[config.mk]
export PLATFORM = sky130hd
export DESIGN_NAME = lfsr_gen_flat
export DESIGN_NICKNAME = d
export VERILOG_FILES = /design/src/rtl/lfsr_gen_pkg.sv /design/src/rtl/lfsr_gen_if.sv /design/src/rtl/lfsr_gen_next.sv /design/src/rtl/lfsr_gen.sv /design/src/flat_wrapper.sv
export SDC_FILE = /design/constraint.sdc
export NUM_CORES = 1
export LEC_CHECK = 0
export ABC_AREA = 1
export ABC_CLOCK_PERIOD_IN_PS = 2000
export CORE_MARGIN = 3
export CORE_UTILIZATION = 45
export CTS_CLUSTER_SIZE = 20
export DETAILED_ROUTE_END_ITERATION = 7
export PLACE_DENSITY_LB_ADDON = 0.3
export SYNTH_ARGS = -nofsm -noshare
export SYNTH_HDL_FRONTEND = slang
export SYNTH_SLANG_ARGS = --single-unit
[constraint.sdc]
create_clock -name clk -period 2 [get_ports clk]
set_input_delay 0.2 -clock clk [delete_from_list [all_inputs] [get_ports clk]]
set_output_delay 0.2 -clock clk [all_outputs]
set_load 0.05 [all_outputs]
[src/rtl/lfsr_gen_pkg.sv]
// rtl/lfsr_gen_pkg.sv - mode encodings and default Galois feedback masks for lfsr_gen
package lfsr_gen_pkg;

  typedef enum logic [1:0] {
    MODE_UP   = 2'b00,
    MODE_DOWN = 2'b01,
    MODE_LFSR = 2'b10,
    MODE_HOLD = 2'b11
  } mode_e;

  // Maximal-length Galois masks for the commonly used widths
  localparam logic [7:0]  TAPS_W8  = 8'hB8;
  localparam logic [15:0] TAPS_W16 = 16'hB400;
  localparam logic [31:0] TAPS_W32 = 32'h8020_0003;

endpackage

[src/rtl/lfsr_gen_if.sv]
// rtl/lfsr_gen_if.sv - control/status bundle for lfsr_gen; period appears with LFSR_GEN_PERIOD_CNT_EN
interface lfsr_gen_if #(
  parameter int WIDTH = 8
);

  logic             en;
  logic [1:0]       mode;
  logic             load;
  logic [WIDTH-1:0] load_val;
  logic [WIDTH-1:0] out;
  logic             wrap;
  logic             lockup;
`ifdef LFSR_GEN_PERIOD_CNT_EN
  logic [WIDTH:0]   period;

  modport master (output en, mode, load, load_val, input out, wrap, lockup, period);
  modport slave  (input en, mode, load, load_val, output out, wrap, lockup, period);
`else
  modport master (output en, mode, load, load_val, input out, wrap, lockup);
  modport slave  (input en, mode, load, load_val, output out, wrap, lockup);
`endif

endinterface

[src/rtl/lfsr_gen_next.sv]
// rtl/lfsr_gen_next.sv - combinational next-state, wrap candidate and zero-lock detect
module lfsr_gen_next
  import lfsr_gen_pkg::*;
#(
  parameter int               WIDTH = 8,
  parameter logic [WIDTH-1:0] TAPS  = WIDTH'(TAPS_W8),
  parameter logic [WIDTH-1:0] SEED  = WIDTH'(1)
) (
  input  logic [WIDTH-1:0] state,
  input  logic [WIDTH-1:0] start,
  input  logic [1:0]       mode,
  output logic [WIDTH-1:0] next,
  output logic             wrap_cand,
  output logic             zero_lock
);

  always_comb begin
    next      = state;
    wrap_cand = 1'b0;
    zero_lock = 1'b0;
    case (mode)
      MODE_UP: begin
        next      = state + WIDTH'(1);
        wrap_cand = (next == '0);
      end
      MODE_DOWN: begin
        next      = state - WIDTH'(1);
        wrap_cand = (next == '1);
      end
      MODE_LFSR: begin
        // All-zero is a fixed point of the shift, so recover to the seed instead
        if (state == '0) begin
          next      = SEED;
          zero_lock = 1'b1;
        end else begin
          next      = (state >> 1) ^ (state[0] ? TAPS : '0);
          wrap_cand = (next == start);
        end
      end
      default: ;
    endcase
  end

endmodule

[src/rtl/lfsr_gen.sv]
// rtl/lfsr_gen.sv - up/down/Galois-LFSR/hold pattern generator; LFSR_GEN_PERIOD_CNT_EN adds period measurement
module lfsr_gen
  import lfsr_gen_pkg::*;
#(
  parameter int               WIDTH = 8,
  parameter logic [WIDTH-1:0] TAPS  = WIDTH'(TAPS_W8),
  parameter logic [WIDTH-1:0] SEED  = WIDTH'(1)
) (
  input  logic      clk,
  input  logic      rst,
  lfsr_gen_if.slave bus
);

  logic [WIDTH-1:0] state;
  logic [WIDTH-1:0] start;
  logic [WIDTH-1:0] nxt;
  logic             wrap_cand;
  logic             zero_lock;
  logic             wrap_q;
  logic             lockup_q;
  logic             step;

  lfsr_gen_next #(
    .WIDTH (WIDTH),
    .TAPS  (TAPS),
    .SEED  (SEED)
  ) u_next (
    .state     (state),
    .start     (start),
    .mode      (bus.mode),
    .next      (nxt),
    .wrap_cand (wrap_cand),
    .zero_lock (zero_lock)
  );

  assign step = bus.en && (bus.mode != MODE_HOLD);

  always_ff @(posedge clk) begin
    if (!rst) begin
      state    <= SEED;
      start    <= SEED;
      wrap_q   <= 1'b0;
      lockup_q <= 1'b0;
    end else if (bus.load) begin
      state    <= bus.load_val;
      start    <= bus.load_val;
      wrap_q   <= 1'b0;
      lockup_q <= 1'b0;
    end else if (step) begin
      state    <= nxt;
      wrap_q   <= wrap_cand;
      lockup_q <= zero_lock;
    end else begin
      wrap_q   <= 1'b0;
      lockup_q <= 1'b0;
    end
  end

  assign bus.out    = state;
  assign bus.wrap   = wrap_q;
  assign bus.lockup = lockup_q;

`ifdef LFSR_GEN_PERIOD_CNT_EN
  logic [WIDTH:0] cnt;
  logic [WIDTH:0] period_q;

  // The count includes the wrapping step, hence +1 when it is latched
  always_ff @(posedge clk) begin
    if (!rst) begin
      cnt      <= '0;
      period_q <= '0;
    end else if (bus.load) begin
      cnt <= '0;
    end else if (step) begin
      if (wrap_cand) begin
        period_q <= cnt + (WIDTH+1)'(1);
        cnt      <= '0;
      end else if (zero_lock) begin
        cnt <= '0;
      end else begin
        cnt <= cnt + (WIDTH+1)'(1);
      end
    end
  end

  assign bus.period = period_q;
`endif

endmodule
[src/flat_wrapper.sv]
// flat-port wrapper written by rule: the top's interface ports become plain ports
module lfsr_gen_flat import lfsr_gen_pkg::*;
#(
  parameter int               WIDTH = 8,
  parameter logic [WIDTH-1:0] TAPS  = WIDTH'(TAPS_W8),
  parameter logic [WIDTH-1:0] SEED  = WIDTH'(1)
)
  (clk, rst, bus_en, bus_mode, bus_load, bus_load_val, bus_out, bus_wrap, bus_lockup);
  lfsr_gen_if #(.WIDTH(WIDTH)) bus_i ();
  input  logic clk;
  input  logic rst;
  input wire logic [$bits(bus_i.en)-1:0] bus_en;
  input wire logic [$bits(bus_i.mode)-1:0] bus_mode;
  input wire logic [$bits(bus_i.load)-1:0] bus_load;
  input wire logic [$bits(bus_i.load_val)-1:0] bus_load_val;
  output wire logic [$bits(bus_i.out)-1:0] bus_out;
  output wire logic [$bits(bus_i.wrap)-1:0] bus_wrap;
  output wire logic [$bits(bus_i.lockup)-1:0] bus_lockup;
  assign bus_i.en = bus_en;
  assign bus_i.mode = bus_mode;
  assign bus_i.load = bus_load;
  assign bus_i.load_val = bus_load_val;
  assign bus_out = bus_i.out;
  assign bus_wrap = bus_i.wrap;
  assign bus_lockup = bus_i.lockup;
  lfsr_gen #(.WIDTH(WIDTH), .TAPS(TAPS), .SEED(SEED)) u_core (.clk(clk), .rst(rst), .bus(bus_i));
endmodule
# Yosys cells after proc, flatten, opt, wreduce, memory -nomap -nowiden
# Cells that the tools add are included.
# totals
in_bits,14
ff_bits,18
# classes
n_eq_ne,5
bitwise_logic,4
muxes,8
n_reduce_logical,9
n_addsub,2
# ops
cell,count
8-bit 2-to-1 mux,4
8-bit case mux with 3 select lines,1
8-bit zero test,2
"8-bit by 1-bit adder with 8-bit output, second input constant",1
8-bit equality test,1
"8-bit equality test, second input constant",1
"8-bit by 1-bit subtractor with 8-bit output, second input constant",1
7-bit by 8-bit XOR with 8-bit output,1
4-bit nonzero test,1
4-bit OR reduction,1
1-bit NOT,3
1-bit case mux with 3 select lines,1
3-bit OR reduction,1
"2-bit by 1-bit equality test with 1-bit output, second input constant",1
"2-bit equality test, second input constant",1
2-bit zero test,1
1-bit 2-to-1 mux,2
"2-bit != test, second input constant",1
2-bit AND reduction,1
2-bit nonzero test,1
1-bit logical AND,1

# Logic depth before layout (Yosys ltp)
# depth
depth_word,6
ltp_mapped,12
ltp_nobuf,12

# By module
# Synthesis repeated with hierarchy kept, for this count alone.
# unflattened
hier_cells,293
area_unflattened_um2,1656.6
# by_module_without_submodules
mod,cells_per_inst,area_per_inst_um2,n_inst
lfsr_gen_next,183,854.6,1
lfsr_gen,110,802.0,1

# Least setup slack after synthesis
# No wires, ideal clock.
# synth_timing
kind,register -> register
start,register u_core.state[0] (netlist: u_core.bus.out[0])
end,register u_core.wrap_q (netlist: u_core.bus.wrap)
arrival_time_ns,1.955
n_path_buf,0
period_less_slack_ns,2.019
path_stages_with_launch,12
t_required_ns,1.936
path_slack_ns,-0.019
cell_sequence,dfxtp_1 clkinv_1 ha_1 nand2_1 nand2_1 nor2_1 nand2_1 nor2_1 nand2_1 nor2_1 nor2_1 nor2_1
# synth_between
elab_chain_len,5
elab_cells_between_ends,10
classes_between,2 x add/sub; 2 x eq/ne; 3 x mux; 1 x bitwise; 2 x reduce/logical
# synth_lines
element,line,source
"start, declared",lfsr_gen.sv:14,logic [WIDTH-1:0] state;
"start signal, assigned",lfsr_gen.sv:45,state <= bus.load_val;
"start signal, assigned",lfsr_gen.sv:50,state <= nxt;
"parallel branches: the longest is 4 deep, another holds 8-bit by 1-bit subtractor with 8-bit output",-,
1-bit case mux with 3 select lines (*),lfsr_gen_next.sv:21,case (mode)
"end signal, assigned",lfsr_gen.sv:51,wrap_q <= wrap_cand;
"end, declared",lfsr_gen.sv:19,logic wrap_q;
# Every way passes the cells marked *.
# A chain may end at the register's enable or synchronous reset.

# Worst setup path in the final report
# layout_timing
start,register u_core.state[1] (netlist: u_core.bus.out[1])
end,output port bus_out[1]
# layout_lines
element,line,source
"end, declared",flat_wrapper.sv:16,output wire logic [$bits(bus_i.out)-1:0] bus_out;
# No word-level cell between the ends.

==> out/summary.txt <==
Status: complete, no violations
Syn Std Cell Area: 1526 um^2
Post-synth top area share: 23.61%
Multi-input gate area: 993.5 um^2
Critical-path cell list: buf_4, clkdlybuf4s50_1
Layout fillers: 320
Top FF cell, synth: dfxtp_1
DRC violations left: 0
Bufs on Longest Clock Path: 2
Hold WC Path Type: flop to flop
Routed vias/inst: 5.212
CP Data Required Time: 1.80 ns
Layout cells sized above 1: 6.780%
Max-slew violations: 0
Ys async rst share: 0%
Most frequent cell after synthesis: nand2_1
Clk pwr share: 20.3%
RSZ-0062 raised after global routing: no
Area grow syn2layout: 23.69%
Slowest library cell on the worst path: clkdlybuf4s50_1
R2R Path Start: u_core.bus.out[1]
Leak: 0.9071 nW
Total track usage: 22.23%
Post-route ant nets: 0
CTS buffer count: 3
Global-route wire length before repair: 7452 um
R2r worst-path depth: 11
Fin. Hold Viols: 0
Die width: 64.24 um
Total gr overflow: 0
Unique masters post-synth: 24
Vias: 1767
Pwr per Cell Area: 579.0 nW/um^2
DR pass1 iterations: 5
DRT Wirelength: 4410 um
CTS tree: built
Psw: 0.4334 mW
Gate power share: 40.9%
Maximum operating frequency: 515.7 MHz
Syn avg cell area: 5.760 um^2
Sw Share: 39.65%
Final Cycle Share: 96.95%
Pint: 0.6597 mW
Die area: 4127 um^2
Post-Synth Adder-Cell Area: 7.377%
Initial antenna violation count: 0
FF-to-FF setup slack: 0.30 ns
Largest cells by area after synthesis: dfxtp_1 24%, nand2_1 22%, nand3_1 10%
FP Rows: 20
Number of synthesized flops with an enable pin: 0
Initial drt markers: 153
Synthesized Nets: 288
Largest family of logic cells by synthesized area: simple AND/OR/NAND/NOR gates
Worst slew pin tran: 0.5081 ns
Max Cap Viol: 0
CP endpoint kind: primary output
Hold Path End: u_core.start[6]
Arr. time, crit path: 1.74 ns
Worst vdd ir: 385.0 uV
Drt wl/cell: 13.01 um
Mux cell area share after synthesis: 0%
Initial Utilization: 48.41%
RD Place Congestion: 0.9869
Final non-filler cell total: 339
XOR/XNOR Fraction of Synth Area: 0.5738%
Flop pwr share: 38.7%
I/O Buffers: 23
TNS Setup: 0 ns
Relative slew slack: 66.07%
Post-Synth Simple-Gate Area: 42.62%
Setup bufs post-CTS: 0
Nets@finish: 319
Crit path kind: flop to primary output
Top cells by count, synth: 88 x nand2_1, 32 x nand3_1, 30 x inv_1, 29 x nor2_1
Cells after DPL: 335
I/O pin count: 24
CP max stage delay: 0.79 ns
Setup Skew: 0.007781 ns
Antenna fix cells: 0
FF-to-FF End: u_core.bus.wrap
Min-delay src: u_core.start[6]
Register area share after synthesis: 23.61%
Warnings, synthesis: 0
Clock Sinks: 18
Post-CTS Hold Fix Bufs: 0
Worst Path Max Fanout: 7
Fin crit period: 1.939 ns
Worst hold path stage count: 2
Clk_lat worst skew: 0.29 ns
Cell taking the most area after synthesis: dfxtp_1
FF+latch area: 361.6 um^2
Core Region: 3153 um^2
Worst Setup Start Kind: flop
# resized after CTS: 1
Final setup fails: 0
Register bit total from synthesis: 18
Cell count after synthesis: 265
Hpwl dp: 3410 um
Number of global-route vias before repair: 1641
Die Height: 64.24 um
CTS clk-pin slew, worst paths: 0.11 ns
Pin count of the biggest net entering global routing: 14
H-Tree Depth: 1
Root buf cell: clkbuf_4
Post-synthesis compound-gate area fraction: 14.51%
==> critical path: cells and delay by family (launching register included) <==
| family | cells | cell delay (ns) |
|---|---|---|
| buffers and inverters | 2 | 0.96 |
| flip-flops | 1 | 0.48 |
==> area by class of cell <==
type                       count  area share [%]
multi-input combinational    206           52.62
sequential                    18           19.15
timing repair buffer          35           17.03
inverter                      32           6.362
tap                           44           2.916
clock buffer                   4           1.922
==> logic make-up after synthesis <==
logic type | count (synthesis)
AO/OA/AOI/OAI | 39
adder cells (fa/ha/maj) | 9
AND/OR/NAND/NOR | 157
flip-flops | 18
XOR/XNOR | 1
buffers and inverters | 41
==> metal layers <==
layer	track usage, %	vias to the layer above	wire length (um)
li1	-	913	-
met1	30.62	774	2027
met2	36.98	76	2036
met3	1.757	4	316
met4	6.332	0	29
met5	0	-	0
==> stage by stage <==
stage / power [mW] / hold slack (ns) / util (%) / setup slack, ns / cell area, um^2
5_1_grt: 1.168 / 0.5127 / 59.88 / 0.008634 / 1888
3_3_place_gp: 0.8692 / 0.4687 / 58.69 / 0.1484 / 1851
2_1_floorplan: 0.7241 / 0.3382 / - / 0.1676 / 1528
6_report: 1.093 / 0.4912 / 59.88 / 0.06097 / 1888
4_1_cts: 1.094 / 0.4927 / 59.80 / 0.03236 / 1886
3_5_place_dp: 0.8724 / 0.4781 / 58.69 / 0.1043 / 1851
==> placed cells by master (no fill, tap or decap), types with 2 or more instances in the layout <==
cell	synthesis	final
a21oi_1	12	12
a31oi_1	2	2
buf_4	2	12
clkbuf_4	0	3
clkdlybuf4s50_1	0	21
dfxtp_1	18	17
ha_1	9	9
inv_1	30	30
nand2_1	88	88
nand3_1	32	32
nand4_1	5	5
nor2_1	29	29
o211ai_1	2	2
o21ai_0	18	18
o22ai_1	3	3
==> sequential cells by signal, indices dropped and copies added, names as in the netlist <==
register and cells:
u_core.bus.out 8, u_core.start 8, u_core.bus.lockup 1, u_core.bus.wrap 1
==> worst max path at each step <==
stage	from	endpoint	cells after the start
after floorplan	u_core.bus.out[1]	u_core.bus.wrap	11
after global placement	bus_mode[0]	u_core.bus.out[6]	8
after detailed placement	bus_mode[0]	u_core.bus.out[5]	8
after CTS	u_core.bus.out[2]	bus_out[2]	1
after global routing	u_core.bus.out[1]	bus_out[1]	2
final	u_core.bus.out[1]	bus_out[1]	2
==> power groups by stage <==
stage          combinational, mW  clock, mW  sequential [mW]
2_1_floorplan              0.258          0            0.466
3_3_place_gp               0.439          0            0.430
3_5_place_dp               0.441          0            0.431
4_1_cts                    0.443      0.228            0.423
5_1_grt                    0.498      0.243            0.427
6_report                   0.447      0.222            0.424
Note: power is estimated with default switching activity, not from simulation.
